[src/rtl/ram_arb_pkg.sv]
// Shared types and defaults for the two-requester single-port RAM arbiter.
// Holds the FSM encoding so every file agrees on the state values.
package ram_arb_pkg;

  localparam int DEFAULT_ADDR_W = 4;
  localparam int DEFAULT_DATA_W = 8;

  typedef enum logic [1:0] {
    ST_IDLE  = 2'd0,
    ST_GRANT = 2'd1,
    ST_RDATA = 2'd2
  } state_t;

  // Requester index: 0 or 1.
  typedef logic req_idx_t;

  function automatic req_idx_t other_req(input req_idx_t idx);
    return ~idx;
  endfunction

endpackage

[src/rtl/ram_arbiter_rr_pick2.sv]
// Combinational two-way round-robin pick: on contention the requester that
// was not granted last wins; a lone requester always wins.
module rr_pick2
  import ram_arb_pkg::*;
(
  input  logic     req0,
  input  logic     req1,
  input  req_idx_t last,
  output req_idx_t winner,
  output logic     valid
);

  always_comb begin
    winner = 1'b0;
    if (req0 && req1) begin
      winner = other_req(last);
    end else if (req1) begin
      winner = 1'b1;
    end
  end

  assign valid = req0 | req1;

endmodule

[src/rtl/ram_arbiter.sv]
// Arbitrates two requesters onto one synchronous single-port RAM.
// IDLE samples requests, GRANT drives the RAM for one cycle, RDATA returns reads.
module ram_arbiter
  import ram_arb_pkg::*;
#(
  parameter int ADDR_W = DEFAULT_ADDR_W,
  parameter int DATA_W = DEFAULT_DATA_W
) (
  input  logic              clk,
  input  logic              rst,
  input  logic              req0,
  input  logic              req1,
  input  logic              we0,
  input  logic              we1,
  input  logic [ADDR_W-1:0] addr0,
  input  logic [ADDR_W-1:0] addr1,
  input  logic [DATA_W-1:0] wdata0,
  input  logic [DATA_W-1:0] wdata1,
  output logic              gnt0,
  output logic              gnt1,
  output logic              rvalid0,
  output logic              rvalid1,
  output logic [DATA_W-1:0] rdata,
  output logic              ram_en,
  output logic [ADDR_W-1:0] ram_addr,
  output logic [DATA_W-1:0] ram_data_in,
  input  logic [DATA_W-1:0] ram_data_out
);

  state_t            state_reg;
  req_idx_t          last_reg;
  req_idx_t          win_reg;
  logic              we_reg;
  logic [DATA_W-1:0] rdata_reg;

  req_idx_t pick_winner;
  logic     pick_valid;

  rr_pick2 u_pick (
    .req0   (req0),
    .req1   (req1),
    .last   (last_reg),
    .winner (pick_winner),
    .valid  (pick_valid)
  );

  // The RAM output register is valid during RDATA, so rdata passes it through
  // then and otherwise shows the value captured at the end of the last read.
  assign rdata = (rvalid0 | rvalid1) ? ram_data_out : rdata_reg;

  always_ff @(posedge clk or posedge rst) begin
    if (rst) begin
      state_reg   <= ST_IDLE;
      last_reg    <= 1'b1;
      win_reg     <= 1'b0;
      we_reg      <= 1'b0;
      gnt0        <= 1'b0;
      gnt1        <= 1'b0;
      rvalid0     <= 1'b0;
      rvalid1     <= 1'b0;
      ram_en      <= 1'b0;
      ram_addr    <= '0;
      ram_data_in <= '0;
      rdata_reg   <= '0;
    end else begin
      gnt0    <= 1'b0;
      gnt1    <= 1'b0;
      rvalid0 <= 1'b0;
      rvalid1 <= 1'b0;
      ram_en  <= 1'b0;
      unique case (state_reg)
        ST_IDLE: begin
          if (pick_valid) begin
            state_reg   <= ST_GRANT;
            win_reg     <= pick_winner;
            last_reg    <= pick_winner;
            we_reg      <= pick_winner ? we1 : we0;
            ram_en      <= pick_winner ? we1 : we0;
            ram_addr    <= pick_winner ? addr1 : addr0;
            ram_data_in <= pick_winner ? wdata1 : wdata0;
            gnt0        <= ~pick_winner;
            gnt1        <= pick_winner;
          end
        end
        ST_GRANT: begin
          if (we_reg) begin
            state_reg <= ST_IDLE;
          end else begin
            state_reg <= ST_RDATA;
            rvalid0   <= ~win_reg;
            rvalid1   <= win_reg;
          end
        end
        ST_RDATA: begin
          state_reg <= ST_IDLE;
          rdata_reg <= ram_data_out;
        end
        default: state_reg <= ST_IDLE;
      endcase
    end
  end

endmodule
[config.mk]
export PLATFORM = sky130hd
export DESIGN_NAME = ram_arbiter
export DESIGN_NICKNAME = d
export VERILOG_FILES = /design/src/rtl/ram_arb_pkg.sv /design/src/rtl/ram_arbiter_rr_pick2.sv /design/src/rtl/ram_arbiter.sv
export SDC_FILE = /design/constraint.sdc
export NUM_CORES = 1
export LEC_CHECK = 0
export ABC_CLOCK_PERIOD_IN_PS = 2650
export CAP_MARGIN = 20
export CELL_PAD_IN_SITES_DETAIL_PLACEMENT = 1
export CELL_PAD_IN_SITES_GLOBAL_PLACEMENT = 1
export CORE_UTILIZATION = 34
export CTS_BUF_LIST = sky130_fd_sc_hd__clkbuf_4
export DETAILED_ROUTE_END_ITERATION = 16
export PLACE_DENSITY = 0.92
export RECOVER_POWER = 25
export SYNTH_ARGS = -nofsm -noshare
export SYNTH_HDL_FRONTEND = slang
export SYNTH_SLANG_ARGS = --single-unit
[constraint.sdc]
create_clock -name clk -period 2.65 [get_ports clk]
set_input_delay 0.265 -clock clk [delete_from_list [all_inputs] [get_ports clk]]
set_output_delay 0.265 -clock clk [all_outputs]
set_load 0.03 [all_outputs]
Word-level counts from Yosys, hierarchy flattened. Cells that the tools add are included.

Register bits: 30. Input bits: 38. Output and inout port bits: 25. Word-level logic and storage cells: 42.

Equality and inequality tests: 3. Muxes and demuxes: 19. Bitwise gates (word level): 5. Reductions and logical operators: 3.

Operator list (number): 2-to-1 mux 8 bit (2); 2-to-1 mux 1 bit (13); 2-to-1 mux 2 bit (2); 2-to-1 mux 4 bit (1); case mux 2 bit (2 select lines) (1); NOT 1 bit (3); == test 2 x 1 -> 1 bit (second input constant) (1); == test 2 bit (second input constant) (1); zero test 2 bit (1); inequality test 2 bit (second input constant) (1); OR 1 bit (2); AND reduction 2 bit (1); logical AND 1 bit (1).

Depth between registers and ports, before layout.
Depth after elaboration: 5. Mapped depth: 5. Depth with buffers taken out: 4.

Cells and area by module. Synthesis repeated with hierarchy kept, for this count alone.

Cell total of the unflattened synthesis: 92. Area total of the unflattened synthesis: 1407.6 um^2.

Modules (own cells, without submodules): ram_arbiter (instances 1, cells an instance 90, area an instance 1393.8 um^2, sequential area each 752.0 um^2); rr_pick2 (instances 1, cells an instance 2, area an instance 13.8 um^2, sequential area each 0.0 um^2).

Worst setup path after synthesis. No wires, ideal clock.

Path kind: register to output. Start point: reg rvalid1. End point: out rdata[0]. Arrival: 1.374 ns. Data required time: 2.385 ns. Path slack: 1.011 ns. Stages on the path, launching flop included: 3. Buffers on the path: 0. Cell sequence: dfrtp_1 -> nor2_1 -> mux2_2.

Word-level cells in the longest chain between the ends: 2.

RTL lines: start: declaration (RTL line ram_arbiter.sv:22) `output logic rvalid1,`; start signal: assignment (RTL line ram_arbiter.sv:91) `rvalid1 <= win_reg;`; OR 1 bit (RTL line ram_arbiter.sv:49) `assign rdata = (rvalid0 | rvalid1) ? ram_data_out : rdata_reg;`; 2-to-1 mux 8 bit (RTL line ram_arbiter.sv:49); end: declaration (RTL line ram_arbiter.sv:23) `output logic [DATA_W-1:0] rdata,`.

Every way passes these cells.

Final worst setup path.
Start point: reg rvalid1. End point: out rdata[5].

The elaborated chain is that of the path after synthesis.

==> reports/qor.yml <==
global_routing:
  globalRouteOverflowTotal: 0
  grt_pass1_vias: 1221
  antenna_found_initial: 0
  grt_pass1_wl_microns: 5690
  grt_max_degree: 31
  grtUsageTotal: 0.185
worst_setup_path:
  cp-start-kind: "flop"
  r2r-start: "state_reg[0]"
  crit_path_max_incr_delay_ns: 0.59
  critPathCaptureType: "output pin"
  slowest_stage: "clkdlybuf4s50_1"
  required_ns: 2.38
  worst-path-buf-inv: 2
  cp.arrival_ns: 1.93
  worstSetupPathType: "flop to output pin"
  cp_max_fo: 8
  path_cells: "nor2_1 -> buf_4 -> mux2_2 -> clkdlybuf4s50_1"
  startpoint: "rvalid1"
  cp_top_family: "buffers and inverters"
sta:
  fmax_ghz: 0.456
  setup_tns_ns: 0
  period_share: 0.828
  setup_viol: 0
  slew_headroom: -0.0867
  rsz0062_at_grt: "no"
  post-route-min-period_ns: 2.19
  clock_skew_ns: 0.0139
  drv_slew: 31
  worst_slew_pin_slew_ns: 1.63
  report.final.hold_viol_count: 0
detailed_routing:
  dr_wl_met2_microns: 1640
  routed_wl_microns: 3340
  drtPass1Iterations: 4
  drtIter0Drc: 18
  antenna_left: 0
  wl_met1_microns: 1340
  routed-wl-met3_microns: 307
  vias: 1081
  via_per_inst: 5.05
  drc_errors: 0
  wl_per_cell_microns: 15.6
  maxUsedRoutingLayer: "met4"
logic_synthesis:
  synthCells: 99
  syn_avg_cell_area_sq_um: 13.2
  synth_area_leaders: "dfrtp_1 (55%), mux2_2 (14%), a221o_1 (9.2%)"
  synth_xor_xnor_area_share: 0
  mappedNetlistArea_sq_um: 1310
  synth-adder-area-share: 0
  synth_top_area_frac: 0.553
  ys.warnings.count: 0
  synth_compound_area_frac: 0.187
  synth_top_area_cell: "dfrtp_1"
  synth_simple_gate_area_frac: 0.0553
  synthMuxAreaShare: 0.137
  ys_ff_latch: 30
  synth_top_family_by_area: "compound AO/OA/AOI/OAI gates"
  ys_seq_area_frac: 0.573
  syn_nets: 137
  ys_types: 20
layout:
  final_util: 0.548
  antenna_cells: 0
  seq_area_sq_um: 752
  num-fill-cells: 406
  multi_input_area_sq_um: 498
  drive_gt1_frac: 0.163
  final_nets: 203
  area_growth_pct: 54.2
clock_network:
  cts-resized-gates: 0
  clk_pin_slew_ns: 0.09
  clkLatencyLatePin_ns: 0.33
  cts_buffers: 5
  cts_buffer_depth: 2
  cts_tree: "yes"
  cts_root_buffer: "clkbuf_4"
  holdBufCountCts: 0
  cts_sinks: 30
  h-tree-depth: 2
  post_cts_buffers: 0
floorplan:
  coreArea_sq_um: 3690
  chipWidth_microns: 64.1
  die_area_sq_um: 4110
  row_count: 22
  die_h_microns: 64.1
  ios: 63
  start_util: 0.355
run:
  cap_violations: 1
run_status:
  violations: "max-capacitance violations, max-slew violations"
  outcome: "complete, but fails checks"
hold_path:
  hold_path_startpoint: "win_reg"
  hp-class: "flop to flop"
place:
  io_buffers: 62
  detailed_place_hpwl_microns: 2500
  place_congestion: 0.696
power:
  peakVddDrop_uv: 586
  p_leak_nw: 0.853
  p_per_area_nw_per_um2: 1310
  p_total_mw: 2.65
stage by stage:
step                instances  hold WS, ns  instance area (sq um)  setup slack [ns]
finish                    214        0.458                   2020             0.457
global route              214        0.499                   2020             0.368
CTS                       214        0.326                   2030             0.422
detailed placement        206        0.440                   1970             0.796
global placement          206        0.437                   1970             0.822
floorplan                  99        0.355                   1310              1.01
cells in the final DEF, fill, tap and decap left out, drive strengths merged, types with 2 or more instances in the layout:
cell type,synthesis,final
inv,5,5
o21a,14,14
clkdlybuf4s50,0,61
clkbuf,0,7
dfrtp,29,29
a221o,12,12
nand2b,2,2
buf,6,2
mux2,16,16
nand3,2,2
nor2,4,4
clkinv,0,2
final timing paths:
| path | endpoint | slack (ns) | cells after the start |
|---|---|---|---|
| max in group asynchronous | ram_en | 0.76 | 3 |
| hold reg to reg | rvalid0 | 0.46 | 1 |
| hold / removal | rvalid0 | 0.46 | 1 |
| setup / recovery | rdata[5] | 0.46 | 4 |
| setup reg to reg | ram_data_in[4] | 1.18 | 3 |
| min in group asynchronous | ram_addr[1] | 0.94 | 3 |
where the power goes:
part	internal, mW	switching [mW]	leakage [nW]	total, mW
Sequential	0.683	0.122	0.367	0.804
Clock	0.110	0.157	0.0331	0.267
Combinational	0.757	0.819	0.453	1.58
Yosys cell counts:
library cell,instances
a221o_1,12
and2_1,1
buf_2,4
buf_6,2
dfrtp_1,29
dfstp_2,1
inv_1,5
mux2_2,16
nand2_1,1
nand2b_1,2
nand3_1,1
nand3_2,1
nor2_1,4
nor2b_1,1
nor3b_1,1
o21a_1,14
o21ai_0,1
o221ai_1,1
o22ai_1,1
or2_1,1
cell families (layout without fill, tap and decap cells):
group,after synthesis,count (layout)
buffers and inverters,11,78
flip-flops,30,30
AO/OA/AOI/OAI,29,29
AND/OR/NAND/NOR,13,13
multiplexers,16,16
per-layer routing:
metal / vias to the layer above / global-route usage
li1: 499 / -
met1: 521 / 0.215
met2: 55 / 0.307
met3: 6 / 0.0804
met4: 0 / 0.0583
met5: - / 0
layout make-up:
type                            count  share of cell area
Sequential cell                    30               0.372
Multi-Input combinational cell     58               0.246
Timing Repair Buffer               65               0.316
Inverter                            5             0.00928
Clock inverter                      2             0.00433
Clock buffer                        6              0.0223
Tap cell                           48              0.0297
Power figures use the tool's default switching activity.
